## src/rtl/sram_arb_pkg.sv

```systemverilog
// Shared definitions for the SRAM arbiter slice.
//   - Transfer size encodings used on the inst/data SRAM-like ports.
//   - Owner encodings for the transaction in flight.
//   - FSM state encodings (kept as plain localparams for legacy users).
//   - A request bundle type used to mux the winning port onto the RAM.
package sram_arb_pkg;

  localparam logic [1:0] SZ_BYTE = 2'd0;
  localparam logic [1:0] SZ_HALF = 2'd1;
  localparam logic [1:0] SZ_WORD = 2'd2;

  localparam logic OWN_INST = 1'b0;
  localparam logic OWN_DATA = 1'b1;

  localparam logic [0:0] ST_IDLE = 1'b0;
  localparam logic [0:0] ST_BUSY = 1'b1;

  // One port's request fields, bundled so the grant mux is a single select.
  typedef struct packed {
    logic        wr;
    logic [1:0]  size;
    logic [31:0] addr;
    logic [31:0] wdata;
  } sram_req_t;

endpackage

```

## src/rtl/sram_wstrb_gen.sv

```systemverilog
// Byte-lane write strobe generator.
//   size    in  2  transfer size (byte / half / word; 3 treated as word)
//   addr_lo in  2  low byte-address bits
//   wea     out 4  byte write strobes, bit i enables byte lane i
module sram_wstrb_gen
  import sram_arb_pkg::*;
(
  input  logic [1:0] size,
  input  logic [1:0] addr_lo,
  output logic [3:0] wea
);

  // NOTE: every output of a combinational block gets a default first, so no
  // path through the case can leave it unassigned and infer a latch.
  always_comb begin
    wea = 4'b1111;
    case (size)
      SZ_BYTE: wea = 4'b0001 << addr_lo;
      // Halfword lanes come from addr[1] alone; a misaligned addr[0] is ignored.
      SZ_HALF: wea = addr_lo[1] ? 4'b1100 : 4'b0011;
      default: wea = 4'b1111;
    endcase
  end

endmodule

```

## src/rtl/sram_arbiter.sv

```systemverilog
// Two-port to one-port arbiter for a shared single-port block RAM.
// The instruction and data SRAM-like ports compete for the RAM with a fixed
// priority; at most one access is in flight, and a new access may issue in
// the same cycle the previous one responds, giving one access per cycle.
//
// Ports:
//   clk, rst                 clock; synchronous active-high reset
//   inst_req/wr/size/addr/wdata   instruction-port request
//   inst_addr_ok             instruction request accepted this cycle
//   inst_data_ok/inst_rdata  instruction response (rdata 0 for writes)
//   data_*                   same set for the data port
//   ram_ena/wea/addra/dina   RAM request (wea = byte strobes)
//   ram_douta                RAM read data, one cycle after ram_ena
//
// Parameters:
//   RAM_AW     RAM word-address width; ram_addra = addr[RAM_AW+1:2]
//   DATA_PRIO  1: data port wins simultaneous requests, 0: inst port wins
module sram_arbiter
  import sram_arb_pkg::*;
#(
  parameter int RAM_AW    = 17,
  parameter bit DATA_PRIO = 1'b1
) (
  input  logic              clk,
  input  logic              rst,

  input  logic              inst_req,
  input  logic              inst_wr,
  input  logic [1:0]        inst_size,
  input  logic [31:0]       inst_addr,
  input  logic [31:0]       inst_wdata,
  output logic              inst_addr_ok,
  output logic              inst_data_ok,
  output logic [31:0]       inst_rdata,

  input  logic              data_req,
  input  logic              data_wr,
  input  logic [1:0]        data_size,
  input  logic [31:0]       data_addr,
  input  logic [31:0]       data_wdata,
  output logic              data_addr_ok,
  output logic              data_data_ok,
  output logic [31:0]       data_rdata,

  output logic              ram_ena,
  output logic [3:0]        ram_wea,
  output logic [RAM_AW-1:0] ram_addra,
  output logic [31:0]       ram_dina,
  input  logic [31:0]       ram_douta
);

  logic [0:0] state;
  logic       owner;
  logic       was_read;

  sram_req_t  inst_q;
  sram_req_t  data_q;
  sram_req_t  win;

  logic       inst_win;
  logic       data_win;
  logic       issue;
  logic [3:0] wstrb;
  logic       resp;
  logic [31:0] resp_data;

  assign inst_q = '{wr: inst_wr, size: inst_size, addr: inst_addr, wdata: inst_wdata};
  assign data_q = '{wr: data_wr, size: data_size, addr: data_addr, wdata: data_wdata};

  // Grant. Issue is allowed in both states: in BUSY the RAM port is free
  // again because the in-flight access completes its read this cycle.
  // Fixed priority with no fairness: a held winning request starves the
  // other port by design.
  always_comb begin
    inst_win = 1'b0;
    data_win = 1'b0;
    if (!rst) begin
      if (inst_req && data_req) begin
        if (DATA_PRIO) data_win = 1'b1;
        else           inst_win = 1'b1;
      end else begin
        inst_win = inst_req;
        data_win = data_req;
      end
    end
  end

  assign issue = inst_win | data_win;
  assign win   = data_win ? data_q : inst_q;

  assign inst_addr_ok = inst_win;
  assign data_addr_ok = data_win;

  sram_wstrb_gen u_wstrb (
    .size    (win.size),
    .addr_lo (win.addr[1:0]),
    .wea     (wstrb)
  );

  // Upper address bits beyond the RAM are dropped, so addresses alias.
  assign ram_ena   = issue;
  assign ram_wea   = (issue && win.wr) ? wstrb : 4'b0000;
  assign ram_addra = win.addr[RAM_AW+1:2];
  assign ram_dina  = win.wdata;

  logic unused_addr_hi;
  assign unused_addr_hi = &{1'b0, win.addr[31:RAM_AW+2]};

  // Response: the cycle after an issue the FSM is in BUSY and the RAM output
  // carries the read word. Reset suppresses a response that was in flight.
  assign resp      = (state == ST_BUSY) && !rst;
  assign resp_data = was_read ? ram_douta : 32'h0;

  assign inst_data_ok = resp && (owner == OWN_INST);
  assign data_data_ok = resp && (owner == OWN_DATA);
  assign inst_rdata   = inst_data_ok ? resp_data : 32'h0;
  assign data_rdata   = data_data_ok ? resp_data : 32'h0;

  // NOTE: sequential state uses non-blocking assignments so every flop samples
  // the pre-edge values, independent of statement order.
  always_ff @(posedge clk) begin
    if (rst) begin
      state    <= ST_IDLE;
      owner    <= OWN_INST;
      was_read <= 1'b0;
    end else if (issue) begin
      state    <= ST_BUSY;
      owner    <= data_win ? OWN_DATA : OWN_INST;
      was_read <= !win.wr;
    end else begin
      state    <= ST_IDLE;
    end
  end

endmodule

```

## config.mk

```make
export PLATFORM = sky130hd
export DESIGN_NAME = sram_arbiter
export DESIGN_NICKNAME = d
export VERILOG_FILES = /design/src/rtl/sram_arb_pkg.sv /design/src/rtl/sram_wstrb_gen.sv /design/src/rtl/sram_arbiter.sv
export SDC_FILE = /design/constraint.sdc
export NUM_CORES = 1
export LEC_CHECK = 0
export ABC_CLOCK_PERIOD_IN_PS = 1650
export BUFFER_PORTS_ARGS = -buffer_cell sky130_fd_sc_hd__buf_2
export CORE_AREA = 2 2 113 115
export DETAILED_ROUTE_END_ITERATION = 10
export DIE_AREA = 0 0 115 117
export HOLD_SLACK_MARGIN = 0.03
export PLACE_DENSITY_LB_ADDON = 0.25
export SLEW_MARGIN = 20
export SYNTH_ARGS = -nofsm -noshare
export SYNTH_HDL_FRONTEND = slang
export SYNTH_SLANG_ARGS = --single-unit
```

## constraint.sdc

```tcl
create_clock -name clk -period 1.65 [get_ports clk]
set_input_delay 0.33 -clock clk [delete_from_list [all_inputs] [get_ports clk]]
set_output_delay 0.33 -clock clk [all_outputs]
set_load 0.01 [all_outputs]
```

# == Word-level counts from Yosys, hierarchy flattened ==
# Cells that the tools add are included.
# op_classes
n_eq_ne,1
n_shift,1
mux,13
n_bitwise,2
n_reduce_logical,8
# op_table
op,n
32-bit two-way mux,3
67-bit two-way mux,1
4-bit two-way mux,2
4-bit case mux with 2 select lines,1
1-bit two-way mux,6
1-bit logical AND,5
"1-bit by 2-bit << shifter with 4-bit output, first input constant",1
"2-bit by 1-bit == test with 1-bit output, second input constant",1
1-bit zero test,2
2-bit zero test,1
1-bit inverter,1
1-bit bitwise OR,1
# word_totals
ff_bits,3
inputBits,170
output_inout_bits,122

# == Logic depth before layout (Yosys ltp) ==
# logic_depth
word_depth,7
depth_mapped,5

# == Modules after synthesis ==
# A second synthesis with hierarchy kept.
# unflattened
cells_unflattened,219
area_unflattened_um2,1964.4
# by_module_without_submodules
module,n_inst,cells_per_inst,area_per_inst_um2
sram_arbiter,1,212,1920.6
sram_wstrb_gen,1,7,43.8

# == Worst setup path before layout ==
# Ideal clock, no wire load.
# synth_path
path_kind,input port to output port
start,in rst
end,out ram_wea[0]
arrival_time_ns,1.099
path_slack_ns,0.221
path_stages,5
cell_sequence,nand2b_1 -> buf_6 -> a31oi_1 -> nand2_1 -> a21oi_1
# synth_via
elab_chain_len,5
# synth_rtl
item,line_no,source
from (decl),sram_arbiter.sv:25,"input logic rst,"
1-bit two-way mux,sram_arbiter.sv:77,if (!rst) begin
67-bit two-way mux,sram_arbiter.sv:89,assign win = data_win ? data_q : inst_q;
2-bit by 1-bit == test with 1-bit output (tied with other cells),sram_wstrb_gen.sv:17,case (size)
4-bit case mux with 2 select lines,sram_wstrb_gen.sv:17,
4-bit two-way mux *,sram_arbiter.sv:102,assign ram_wea = (issue && win.wr) ? wstrb : 4'b0000;
to (decl),sram_arbiter.sv:46,"output logic [3:0] ram_wea,"
# Mark *: on every way between the ends. The rest lies on a longest branch, timed or not.

# == Worst setup path after layout ==
# layout_path
start,in rst
end,out ram_dina[7]
# layout_via
elab_chain_len,2
# layout_rtl
item,line_no,source
1-bit two-way mux,sram_arbiter.sv:77,
67-bit two-way mux,sram_arbiter.sv:89,
to (decl),sram_arbiter.sv:48,"output logic [31:0] ram_dina,"
# No other way between the ends.

==> results.json <==
{
  "hold_violations": 0,
  "dieArea_mm2": 0.01346,
  "cp-start-kind": "input pin",
  "place_congestion": 0.6861,
  "synth.largest_area_cell": "mux2_2",
  "grt_use_total_pct": 9.337,
  "cts-buffers-inserted": 3,
  "fin_nets": 643,
  "holdPathEnd": "state$_SDFF_PP0_",
  "fmax_mhz": 600.2,
  "whs_ns": 0.3693,
  "vdd_drop_max_uv": 222.6,
  "wire_per_inst_um": 13.88,
  "cts_num_sinks": 3,
  "grt_start_max_net_pins": 34,
  "synth_nets": 370,
  "timing.critical_path.buf_inv": 3,
  "syn_area_mm2": 0.001277,
  "ys_seq_elements": 3,
  "max_cap_viol_count": 0,
  "antenna_found_initial": 0,
  "cts_tree": "yes",
  "worstSetupStartpoint": "rst",
  "antennaDiodeCount": 0,
  "final_cell_mix": "223 x buf_2, 63 x nor2_1, 46 x buf_6, 39 x nand2_1, 35 x mux2_4",
  "crit_path_end_kind": "output port",
  "gr-usage-met2_pct": 18.78,
  "dr.pass1.iters": 4,
  "setup_viol": 21,
  "routed_via_density": 3.976,
  "finClkSkew_ns": 0,
  "cpPeakStageDelay_ns": 0.31,
  "grt_pass1_vias": 2010,
  "drtIter0Drc": 36,
  "syn_inst": 200,
  "synth_area_leaders": "mux2_2 43%, nor2_1 21%, nand2_1 11%",
  "power-per-cell-area_mw_per_mm2": 376.4,
  "synth_top_area_share_pct": 43.19,
  "final_common_cell": "buf_2",
  "path_cells": "buf_8, nand2b_4, clkbuf_16, mux2_4, buf_6",
  "worst_slack_ns": -0.01606,
  "wl_um": 8634,
  "p_total_w": 0.001349,
  "avgSynthCellArea_um2": 6.387,
  "grt.busiest_layer": "met2",
  "rr_startpoint": "was_read$_SDFFE_PP0P_",
  "p_leak_nw": 2.074,
  "grt_overflow": 0,
  "fin_crit_ns": 1.666,
  "status": "complete, but fails checks",
  "worstPathRequired_ns": 1.32,
  "route.detailed.drc": 0,
  "synth_cell_types": 19,
  "clk_pin_slew_ns": 0.03,
  "hpwl_um": 6346,
  "rr_worst_depth": 2,
  "io_buffers": 265,
  "ant_nets": 0,
  "hold_depth": 3,
  "slew-limit-headroom_pct": 81.37,
  "regToRegSetupSlack_ns": 0.83,
  "yosysSeqAreaShare_pct": 4.701,
  "ios": 292,
  "crit_fanout": 8,
  "hold_start": "inst_req",
  "area_growth_pct": 180.5,
  "worstSetupPathType": "in -> out",
  "worst_slew_pin_slew_ns": 0.2791,
  "cts_buffer_depth": 2,
  "core-area_mm2": 0.01231,
  "std_cell_rows": 41,
  "clkLatencyLatePin_ns": 0.22,
  "drive_gt1_share_pct": 74.79,
  "pre_cts_ws_ns": -0.1531,
  "initial_core_util_pct": 10.38,
  "synth-warning-count": 0,
  "vias": 2473,
  "r2r_end": "was_read$_SDFFE_PP0P_",
  "cp_data_arrival_time_ns": 1.34,
  "use_met1_pct": 9.984,
  "finalMaxSlewViolations": 0,
  "period_share_pct": 101.0,
  "slowest_stage": "mux2_4",
  "die_h_um": 117,
  "rsz0062_at_grt": "true",
  "cp_top_family": "buffers and inverters",
  "grt_pass1_wl_um": 9804,
  "htree_levels": 1,
  "cts_root_buf": "clkbuf_16",
  "met3_usage_pct": 2.678,
  "die_w_um": 115,
  "hold_class": "in -> reg",
  "fin_tns_setup_ns": -0.1090,
  "violations": "negative setup slack"
}
==> tightest hold or removal path: cells and delay by family <==
family	cells	cell delay, ns
buf+inv	1	0.10
simple gates	2	0.12
==> flip-flops by register name, indices dropped and copies added, names as in the netlist <==
signal	count
owner	1
state	1
was_read	1
==> through the flow <==
stage / util, % / instance area [µm²] / std cells
finish: 29.11 / 3583 / 622
global route: 29.11 / 3583 / 622
CTS: 23.90 / 2943 / 615
detailed placement: 22.79 / 2806 / 609
global placement: 22.79 / 2806 / 609
floorplan: - / 1277 / 200
==> layer usage <==
layer	vias up	share of wire [%]
li1	1198	-
met1	1106	37
met2	163	53
met3	6	9.2
met4	0	1.1
met5	-	0
==> repair_timing <==
item | CTS | global route
buffers inserted | 1 | 1
cloned | 1 | 6
setup endpoints to repair | 55 | 99
hold endpoints to repair | 0 | 0
gates resized for setup | 7 | 111
hold buffers | 0 | 0
pin swaps | 5 | 3
==> kinds of logic after synthesis <==
kind of cell,count (synthesis),synth area share [%]
muxes,53,46.43
DFF,3,4.701
AOI/OAI and AO/OA,8,3.624
buffers and inverters,22,10.58
and+or+nand+nor,114,34.67
==> Yosys cell counts <==
master / n
clkbuf_1: 4
inv_1: 6
nand2_1: 39
a31oi_1: 1
buf_2: 6
nand3_1: 1
nand3b_1: 1
nor2_1: 70
nor4bb_1: 1
o211a_1: 1
mux2_1: 1
buf_6: 6
mux2_2: 49
nand2b_1: 1
nor3_1: 1
a21oi_1: 5
mux2i_1: 3
dfxtp_1: 3
o21ai_0: 1
==> report_power, final <==
part | leakage, nW | total (W) | internal (W) | switching (W)
logic | 2.01 | 0.000881 | 0.000517 | 0.000364
clock network | 0.0382 | 0.000384 | 0.000319 | 0.0000653
registers | 0.0253 | 0.0000836 | 0.0000787 | 0.00000488
total | 2.07 | 0.00135 | 0.000915 | 0.000434
==> worst max-delay path by stage <==
stage               endpoint  slack (ns)  depth (start not counted)
3_3_place_gp      ram_wea[3]       -0.12                          6
3_5_place_dp      ram_wea[1]       -0.15                          6
5_1_grt          ram_dina[7]       -0.05                          5
6_report         ram_dina[7]       -0.02                          5
2_1_floorplan     ram_wea[0]        0.22                          5
4_1_cts        ram_addra[16]       -0.03                          5
==> area by class of cell <==
| cell class | count | area (µm²) |
|---|---|---|
| fillers | 1316 | 8728 |
| repair buffers | 283 | 1894 |
| multi-input cells | 176 | 1336 |
| well taps | 150 | 187.7 |
| clock buffers | 4 | 78.83 |
| flip-flops and latches | 3 | 61.31 |
| inverters | 6 | 25.02 |
Note: power is estimated with default switching activity, not from simulation.
